File: config.mk
export PLATFORM = sky130hd
export DESIGN_NAME = secded_ctrl
export DESIGN_NICKNAME = d
export VERILOG_FILES = /design/src/rtl/secded_ctrl.sv
export SDC_FILE = /design/constraint.sdc
export NUM_CORES = 1
export LEC_CHECK = 0
export CORE_ASPECT_RATIO = 0.5
export CORE_MARGIN = 4
export CORE_UTILIZATION = 45
export CTS_CLUSTER_DIAMETER = 150
export DETAILED_ROUTE_END_ITERATION = 10
export DONT_BUFFER_PORTS = 1
export PLACE_DENSITY = 0.57
export SLEW_MARGIN = 10
export SYNTH_ARGS = -nofsm -noshare
export SYNTH_HDL_FRONTEND = slang
export SYNTH_SLANG_ARGS = --single-unit
File: constraint.sdc
create_clock -name CLKb -period 2.3 [get_ports CLKb]
set_input_delay 0.46 -clock CLKb [delete_from_list [all_inputs] [get_ports CLKb]]
set_output_delay 0.46 -clock CLKb [all_outputs]
set_load 0.02 [all_outputs]
File: src/rtl/secded_ctrl.sv
// secded_ctrl: sequencing controller for the SEC-DED datapath.
// All state updates happen on the falling edge of CLKb; RSTb is an async
// active-low reset.
//
// Ports:
//   CLKb, RSTb            clock (falling edge active), async reset
//   req, op               request handshake; op 0 = write, 1 = read
//   single_err/double_err decoder status for the codeword register
//   clr_cnt               synchronous clear of both error counters
//   ack, busy             completion pulse / not-idle indicator
//   E_din/E_cw/E_dout     load enables for the negedge data registers
//   err_corr/err_ue       classification of the last read
//   corr_cnt/ue_cnt       saturating error counters (CW bits)

// Saturating up-counter; clear wins over increment.
module secded_satcnt #(
  parameter int CW = 8
) (
  input  logic          clk,
  input  logic          rst_n,
  input  logic          clr,
  input  logic          inc,
  output logic [CW-1:0] cnt
);
  always_ff @(negedge clk or negedge rst_n) begin
    if (!rst_n)                   cnt <= '0;
    else if (clr)                 cnt <= '0;
    else if (inc && (cnt != '1))  cnt <= cnt + 1'b1;
  end
endmodule

module secded_ctrl #(
  parameter int ENC_LAT = 1,
  parameter int CW      = 8
) (
  input  logic          CLKb,
  input  logic          RSTb,
  input  logic          req,
  input  logic          op,
  input  logic          single_err,
  input  logic          double_err,
  input  logic          clr_cnt,
  output logic          ack,
  output logic          busy,
  output logic          E_din,
  output logic          E_cw,
  output logic          E_dout,
  output logic          err_corr,
  output logic          err_ue,
  output logic [CW-1:0] corr_cnt,
  output logic [CW-1:0] ue_cnt
);
  typedef enum logic [2:0] {
    IDLE  = 3'd0,
    LOAD  = 3'd1,
    ENC   = 3'd2,
    STORE = 3'd3,
    FETCH = 3'd4,
    CHECK = 3'd5,
    OUT   = 3'd6,
    DONE  = 3'd7
  } state_t;

  // ENC is left when the counter reaches zero, so it is preloaded with
  // ENC_LAT-1 to spend exactly ENC_LAT cycles there.
  localparam logic [3:0] ENC_INIT = 4'(ENC_LAT - 1);

  state_t     state;
  logic [3:0] enc_cnt;

  always_ff @(negedge CLKb or negedge RSTb) begin
    if (!RSTb) begin
      state    <= IDLE;
      enc_cnt  <= '0;
      err_corr <= 1'b0;
      err_ue   <= 1'b0;
    end else begin
      case (state)
        IDLE: if (req) begin
          err_corr <= 1'b0;
          err_ue   <= 1'b0;
          state    <= op ? FETCH : LOAD;
        end
        LOAD: begin
          enc_cnt <= ENC_INIT;
          state   <= ENC;
        end
        ENC: begin
          if (enc_cnt == 4'd0) state   <= STORE;
          else                 enc_cnt <= enc_cnt - 4'd1;
        end
        STORE: state <= DONE;
        FETCH: state <= CHECK;
        CHECK: begin
          // double_err dominates: a word flagged both ways is uncorrectable
          if (double_err) begin
            err_ue <= 1'b1;
            state  <= DONE;
          end else begin
            if (single_err) err_corr <= 1'b1;
            state <= OUT;
          end
        end
        OUT:     state <= DONE;
        DONE:    state <= IDLE;
        default: state <= IDLE;
      endcase
    end
  end

  // Moore decode straight off the state register: reset forces all low.
  assign busy   = (state != IDLE);
  assign ack    = (state == DONE);
  assign E_din  = (state == LOAD);
  assign E_cw   = (state == STORE) || (state == FETCH);
  assign E_dout = (state == OUT);

  // [0] = corrected, [1] = uncorrectable
  logic [1:0]         inc;
  logic [1:0][CW-1:0] cnt;

  assign inc[0] = (state == CHECK) && single_err && !double_err;
  assign inc[1] = (state == CHECK) && double_err;

  for (genvar i = 0; i < 2; i++) begin : g_cnt
    secded_satcnt #(.CW(CW)) u_cnt (
      .clk   (CLKb),
      .rst_n (RSTb),
      .clr   (clr_cnt),
      .inc   (inc[i]),
      .cnt   (cnt[i])
    );
  end

  assign corr_cnt = cnt[0];
  assign ue_cnt   = cnt[1];
endmodule

==> results of run 1 <==
[registers in the layout, indices dropped and copies added (netlist names)]
signal / cells
err_corr: 1
err_ue: 1
enc_cnt: 4
g_cnt.u_cnt.cnt: 16
state: 3
[metal layers]
metal	track usage (%)	share of wire, %
met2	28.0	45
met5	0	0
met4	3.67	0.67
met1	22.3	49
met3	5.15	5.1
[where the power goes]
group	total (mW)	internal (mW)	switching, mW
clock network	0.268	0.121	0.147
logic	0.560	0.278	0.281
registers	0.579	0.494	0.0848
total	1.41	0.894	0.513
[placed cells by master, fill, tap and decap left out, drive strengths merged, types with 4 or more instances in the layout]
master  instances
mux2i           7
inv             7
buf            26
nand3b          4
nand4           5
nor2           20
o21ai           6
a21oi           6
nand2          14
nor3            8
nand3           7
dfrtn          25
xor2            4
[metrics by stage]
step	std cells	hold slack (ps)
2_1_floorplan	154	419
3_3_place_gp	210	456
3_5_place_dp	210	458
4_1_cts	217	463
5_1_grt	219	507
6_report	219	469
[cells by family after synthesis]
family / synth area share, %
AO/OA/AOI/OAI: 11.9
AND/OR/NAND/NOR: 29.5
multiplexers: 4.89
buffers and inverters: 3.76
adder cells (fa/ha/maj): 2.62
flip-flops: 43.7
XOR/XNOR: 3.67
[worst max-delay path by stage]
stage | from | endpoint | slack, ps
finish | state[2] | busy | -520
global route | state[2] | busy | -570
CTS | state[1] | busy | -480
detailed placement | state[2] | E_dout | -230
global placement | state[2] | E_dout | -210
floorplan | state[2] | E_cw | -260
[repair_timing]
action,in CTS,in global routing
endpoints found under the setup margin,23,23
cloned,0,0
pin swaps,2,2
resized for setup,4,3
buffers inserted,3,2
[cell type report]
type	count	area, um^2	share of cell area [%]
Clock buffer	3	41.3	2.35
Clock inverter	1	5.00	0.285
Inverter	7	26.3	1.49
Multi-Input combinational cell	117	811	46.1
Sequential cell	25	626	35.6
Tap cell	40	50.0	2.85
Timing Repair Buffer	26	199	11.3
[worst max-delay path: stages, from the launching register on]
cell	delay, ps
dfrtn_1	380
buf_6	140
or3_4	420
==> results.json, run 1 <==
{
  "htreeDepth": 1,
  "critPathArrivalTime_ps": 2360,
  "ys_ff_latch": 25,
  "postSynthNetCount": 164,
  "synth-edff-count": 0,
  "ant_nets": 0,
  "finalSetupTns_ps": -4750,
  "end_kind": "output pin",
  "vias": 1237,
  "grt_usage_pct": 16.9,
  "cts-buffers-inserted": 3,
  "path_class": "reg2out",
  "die-area_um2": 4200,
  "clk_latency_ps": 280,
  "yosys.cell_types.count": 40,
  "min_to": "enc_cnt[0]",
  "syn-cell-area_um2": 1430,
  "avgViaCountPerCell": 5.65,
  "yosys.area.top_type": "dfrtn_1",
  "overflow": 0,
  "yosysMostFrequentCell": "dfrtn_1",
  "row_count": 14,
  "worstHoldStart": "enc_cnt[0]",
  "dp.final_hpwl_um": 2390,
  "routabilityCongestion": 0.795,
  "hold_viol_final": 0,
  "cp_max_fo": 5,
  "p_total_mw": 1.41,
  "first_pass_iters": 4,
  "maxCapViolations": 0,
  "reg2reg_from": "g_cnt[0].u_cnt.cnt[1]",
  "clk_path_buf_depth": 2,
  "antenna_found_initial": 0,
  "setup_viol": 23,
  "drc": 0,
  "core_um2": 3030,
  "status": "finished with violations",
  "slew_viol_final": 0,
  "fin_worst_skew_ps": 9.20,
  "slew_headroom_pct": 75.6,
  "hold_buffers": 0,
  "fin_area_um2": 1760,
  "r2r-end": "g_cnt[0].u_cnt.cnt[1]",
  "required_ps": 1840,
  "final_core_util_pct": 58.0,
  "fillers": 286,
  "cts_tree": "built",
  "synth_commonest_cells": "dfrtn_1, nor2_1, nand2_1, nor3_1",
  "grt_pass1_vias": 1110,
  "worstMarginPinSlew_ps": 366,
  "max-vdd-ir-drop_uv": 650,
  "min_path_type": "reg2reg",
  "grt_first_pass_wirelength_um": 5340,
  "num_antenna_cells": 0,
  "rsz0062_at_grt": "yes",
  "placed_area_um2": 1660,
  "synthTopCellsByArea": "dfrtn_1, nor2_1, mux2i_1",
  "wl_per_cell_um": 15.1,
  "syn_inst": 154,
  "setup_ws_ps": -524,
  "p_per_area_nw_per_um2": 800,
  "clk_pin_slew_ps": 60,
  "yosys_warnings": 0,
  "port_buffers": 0,
  "die_x_um": 87.8,
  "start_util_pct": 47.3,
  "synth_top_cell_area_share_pct": 43.7,
  "io_pins": 30,
  "hold_depth": 1,
  "r2r_slack_ps": 400,
  "drt_wl_total_um": 3300,
  "grt_max_degree": 26,
  "finalNetCount": 190,
  "violations": "negative setup slack",
  "synthArstFlopShare_pct": 100,
  "drive_gt1_share_pct": 27.4,
  "drt-initial-drc-count": 66,
  "syn_to_final_growth_pct": 22.7,
  "ff2ff_path_depth": 6,
  "pre_cts_slack_ps": -230,
  "root_buffer": "clkbuf_8",
  "syn_avg_cell_area_um2": 9.30,
  "die_y_um": 47.9,
  "start_kind": "flip-flop",
  "yosysSeqAreaShare_pct": 43.7,
  "p_leak_nw": 0.767,
  "cts.sinks": 25,
  "synth-main-ff-cell": "dfrtn_1"
}
Note: power is estimated with default switching activity, not from simulation.
==> inputs of run 2 (changes only) <==
==> constraint.sdc (replaced) <==
create_clock -name CLKb -period 3.6 [get_ports CLKb]
set_input_delay 0.72 -clock CLKb [delete_from_list [all_inputs] [get_ports CLKb]]
set_output_delay 0.72 -clock CLKb [all_outputs]
set_load 0.02 [all_outputs]
==> results.json, run 2 (synthesis gave the netlist of run 1 again) <==
{
  "status": "finished with violations",
  "violations": "negative setup slack",
  "final_common_cell": "dfrtn_1",
  "path_class": "reg2out",
  "p_per_area_nw_per_um2": 542,
  "vias": 1185,
  "r2r_slack_ps": 1740,
  "cts.sinks": 25,
  "critPathBufInv": 0,
  "antenna_found_initial": 0,
  "drt-initial-drc-count": 87,
  "grt_max_degree": 26,
  "clk_path_buf_depth": 2,
  "syn_to_final_growth_pct": 15.1,
  "die-area_um2": 4200,
  "overflow": 0,
  "first_pass_iters": 4,
  "path_depth": 2,
  "worstMarginPinSlew_ps": 403,
  "multi_input_area_um2": 790,
  "min_path_type": "reg2reg",
  "reg2reg_from": "g_cnt[0].u_cnt.cnt[0]",
  "final_core_util_pct": 54.4,
  "grt_first_pass_wirelength_um": 5280,
  "grt_usage_pct": 16.6,
  "critical_path.max_stage_delay_ps": 550,
  "start_util_pct": 47.3,
  "drive_gt1_share_pct": 19.0,
  "num_antenna_cells": 0,
  "final_cells": 208,
  "finalSetupTns_ps": -423,
  "ant_nets": 0,
  "hold_buffers": 0,
  "dp.final_hpwl_um": 2280,
  "fillers": 266,
  "required_ps": 2880,
  "fin_worst_skew_ps": 2.08,
  "die_x_um": 87.8,
  "drc": 0,
  "max-vdd-ir-drop_uv": 384,
  "p_total_mw": 0.894,
  "placed_cells": 195,
  "clk_latency_ps": 280,
  "row_count": 14,
  "ff2ff_path_depth": 5,
  "p_leak_nw": 0.700,
  "reg_top3": "g_cnt.u_cnt.cnt (16), enc_cnt (4), state (3)",
  "maxCapViolations": 0,
  "cts_tree": "built",
  "die_y_um": 47.9,
  "core_um2": 3030,
  "avgViaCountPerCell": 5.70,
  "end_kind": "output pin",
  "setup_viol": 5,
  "hold_viol_final": 0,
  "cp_cell_sequence": "nor2_2 -> a22o_4",
  "setup_ws_ps": -97.8,
  "rsz0062_at_grt": "yes",
  "slew_viol_final": 0,
  "htreeDepth": 1,
  "r2r-end": "g_cnt[0].u_cnt.cnt[1]",
  "finalNetCount": 179,
  "largest_register_ffs": 16,
  "slew_headroom_pct": 73.1,
  "clk_pin_slew_ps": 60,
  "io_pins": 30,
  "cts-buffers-inserted": 3,
  "final_cell_mix": "dfrtn_1, nor2_1, nand2_1",
  "slowest_stage": "dfrtn_1",
  "critPathArrivalTime_ps": 2980,
  "worstHoldStart": "enc_cnt[0]",
  "cp_max_fo": 8,
  "min_to": "enc_cnt[0]",
  "root_buffer": "clkbuf_8",
  "regArea_um2": 626,
  "routabilityCongestion": 0.831,
  "critPathTopFamily": "flip-flops",
  "hold_depth": 1,
  "wl_per_cell_um": 16.2,
  "drt_wl_total_um": 3370,
  "grt_pass1_vias": 1094,
  "fin_hold_ws_ps": 462,
  "start_kind": "flip-flop",
  "port_buffers": 0,
  "max_flop_register": "g_cnt.u_cnt.cnt"
}
run 2: cell count changes in the layout (fill, tap and decap cells not counted), sizes merged:
| cell | previous run | this run |
|---|---|---|
| buf | 26 | 15 |
| clkbuf | 3 | 4 |
| clkinv | 1 | 0 |
run 2: worst register-to-register path, delay by kind of cell (launching register included):
family / cells / cell delay, ps
AO/OA/AOI/OAI: 1 / 330
multiplexers: 1 / 220
adder cells (fa/ha/maj): 1 / 340
flip-flops: 1 / 620
AND/OR/NAND/NOR: 2 / 200
run 2: layout make-up:
cell class              count  share of cell area, %
repair buffers             15                   6.83
flip-flops and latches     25                   37.9
well taps                  40                   3.03
clock buffers               4                   2.73
inverters                   7                   1.59
multi-input cells         117                   47.9
run 2: what timing repair did:
| item | 4_1_cts | 5_1_grt |
|---|---|---|
| setup endpoints to repair | 5 | 5 |
| cloned | 0 | 0 |
| pin swaps | 5 | 1 |
| buffers inserted | 7 | 2 |
| endpoints found under the hold margin | 0 | 0 |
| gates resized for setup | 8 | 4 |
run 2: worst max-delay path by stage:
stage                     startpoint  slack (ps)                     to
after floorplan             state[2]           7                   E_cw
after global placement    double_err         100  g_cnt[0].u_cnt.cnt[5]
after detailed placement  double_err         110  g_cnt[0].u_cnt.cnt[5]
after CTS                   state[1]         -90                    ack
after global routing        state[0]        -170                  E_din
final                       state[0]        -100                   E_cw
run 2: per-layer routing:
layer / routed length [um] / track usage, % / vias up / part of all wire, %
met3: 205 / 4.98 / 4 / 6.1
met2: 1600 / 28.4 / 33 / 48
met5: 0 / 0 / - / 0
met4: 24 / 3.36 / 0 / 0.71
li1: - / - / 577 / -
met1: 1540 / 21.5 / 571 / 46
run 2: power breakdown:
group	internal (mW)	leakage, nW	total, mW	switching, mW
Combinational	0.178	0.340	0.358	0.180
Sequential	0.316	0.337	0.370	0.0546
Clock	0.0791	0.0228	0.166	0.0868
Total	0.572	0.700	0.894	0.322
run 2: through the flow:
| step | setup WS, ps | area [um^2] |
|---|---|---|
| after global routing | -172 | 1650 |
| after floorplan | 6.92 | 1440 |
| after CTS | -85.1 | 1620 |
| final | -97.8 | 1650 |
| after global placement | 104 | 1500 |
| after detailed placement | 112 | 1500 |
==> inputs of run 3 (changes only) <==
==> constraint.sdc (replaced) <==
create_clock -name CLKb -period 4.4 [get_ports CLKb]
set_input_delay 0.88 -clock CLKb [delete_from_list [all_inputs] [get_ports CLKb]]
set_output_delay 0.88 -clock CLKb [all_outputs]
set_load 0.02 [all_outputs]
==> results.json, run 3 (synthesis gave the netlist of run 1 again) <==
{
  "worstMarginPinSlew_ps": 394,
  "die_x_um": 87.8,
  "avgViaCountPerCell": 5.62,
  "num_antenna_cells": 0,
  "start_kind": "flip-flop",
  "power.internal_mw": 0.410,
  "io_pins": 30,
  "routabilityCongestion": 0.770,
  "grt_usage_pct": 15.4,
  "p_total_mw": 0.638,
  "p_clk_share_pct": 20.9,
  "p_per_area_nw_per_um2": 413,
  "cts_tree": "built",
  "final_cell_mix": "dfrtn_1, nor2_1, nand2_1",
  "clk_path_buf_depth": 2,
  "dp.final_hpwl_um": 2200,
  "fillers": 308,
  "die-area_um2": 4200,
  "fin_hold_ws_ps": 462,
  "overflow": 0,
  "finalSetupTns_ps": 0,
  "die_y_um": 47.9,
  "switching_share_pct": 35.8,
  "cts.sinks": 25,
  "drive_gt1_share_pct": 10.1,
  "p_switching_mw": 0.228,
  "slew_headroom_pct": 73.6,
  "max_flop_register": "g_cnt.u_cnt.cnt",
  "power_frac_comb_pct": 31.5,
  "final_core_util_pct": 51.0,
  "end_kind": "output pin",
  "max-vdd-ir-drop_uv": 271,
  "path_class": "reg2out",
  "slew_viol_final": 0,
  "antenna_found_initial": 0,
  "required_ps": 3520,
  "clk_pin_slew_ps": 60,
  "setup_ws_ps": 50.2,
  "critPathArrivalTime_ps": 3470,
  "drt_wl_total_um": 3050,
  "first_pass_iters": 4,
  "syn_to_final_growth_pct": 7.86,
  "cts_resized": 0,
  "htreeDepth": 1,
  "multi_input_area_um2": 753,
  "core_um2": 3030,
  "wl_per_cell_um": 15.3,
  "grt_first_pass_wirelength_um": 4870,
  "ff2ff_path_depth": 5,
  "vias": 1119,
  "hold_viol_final": 0,
  "pre_cts_slack_ps": 191,
  "drc": 0,
  "grt_max_degree": 26,
  "largest_register_ffs": 16,
  "fin_worst_skew_ps": 2.08,
  "pwr-share-seq_pct": 47.5,
  "p_leak_nw": 0.657,
  "min_path_type": "reg2reg",
  "cp_max_fo": 10,
  "row_count": 14,
  "final_common_cell": "dfrtn_1",
  "setup_viol": 0,
  "maxCapViolations": 0,
  "clk_latency_ps": 270,
  "regArea_um2": 626,
  "port_buffers": 0,
  "start_util_pct": 47.3,
  "drt-initial-drc-count": 82,
  "hold_depth": 1,
  "reg_top3": "g_cnt.u_cnt.cnt (16), enc_cnt (4), state (3)",
  "cts-buffers-inserted": 3,
  "finalNetCount": 170,
  "rsz0062_at_grt": "no",
  "root_buffer": "clkbuf_8",
  "status": "finished clean",
  "grt_pass1_vias": 1020,
  "ant_nets": 0
}
==> run 3: cell count changes in the layout (fill, tap and decap cells not counted), sizes merged <==
cell  delta
buf      -9
==> run 3: area by class of cell <==
type	instances	share of cell area, %
multi-input cells	117	48.7
well taps	40	3.24
inverters	7	1.70
clock buffers	4	2.91
flip-flops and latches	25	40.5
repair buffers	6	2.91
==> run 3: path summary, 6_finish.rpt <==
path                                         end                  start  slack, ps
setup / recovery                            E_cw               state[0]         50
hold / removal                        enc_cnt[0]             enc_cnt[0]        460
setup reg to reg           g_cnt[0].u_cnt.cnt[1]  g_cnt[0].u_cnt.cnt[0]       2570
hold reg to reg                       enc_cnt[0]             enc_cnt[0]        460
max in group asynchronous  g_cnt[0].u_cnt.cnt[4]                   RSTb       1910
min in group asynchronous               state[2]                   RSTb       2380
==> run 3: stage by stage <==
stage                     cells  cell area, um^2
after detailed placement    191             1470
after global routing        199             1550
after global placement      191             1470
final                       199             1550
after CTS                   197             1530
after floorplan             154             1430
==> run 3: power groups by stage <==
stage / clock network, mW / logic (mW) / registers [mW]
2_1_floorplan: 0 / 0.157 / 0.298
3_3_place_gp: 0 / 0.167 / 0.313
3_5_place_dp: 0 / 0.169 / 0.314
4_1_cts: 0.145 / 0.188 / 0.303
5_1_grt: 0.153 / 0.220 / 0.306
6_report: 0.134 / 0.201 / 0.303
==> run 3: repair_timing <==
action | in CTS | in global routing
hold buffers | 0 | 0
setup endpoints to repair | 1 | 2
buffers inserted | 2 | 2
cloned | 0 | 0
==> run 3: layer usage <==
| layer | part of all wire (%) | global-route usage [%] |
|---|---|---|
| met1 | 47 | 19.7 |
| met3 | 7.0 | 6.36 |
| met5 | 0 | 0 |
| met4 | 0.20 | 1.83 |
| met2 | 45 | 25.9 |
==> run 3: critical path, stage by stage (launching register included) <==
cell	delay, ps
dfrtn_1	550
nor2_1	120
a22o_1	320
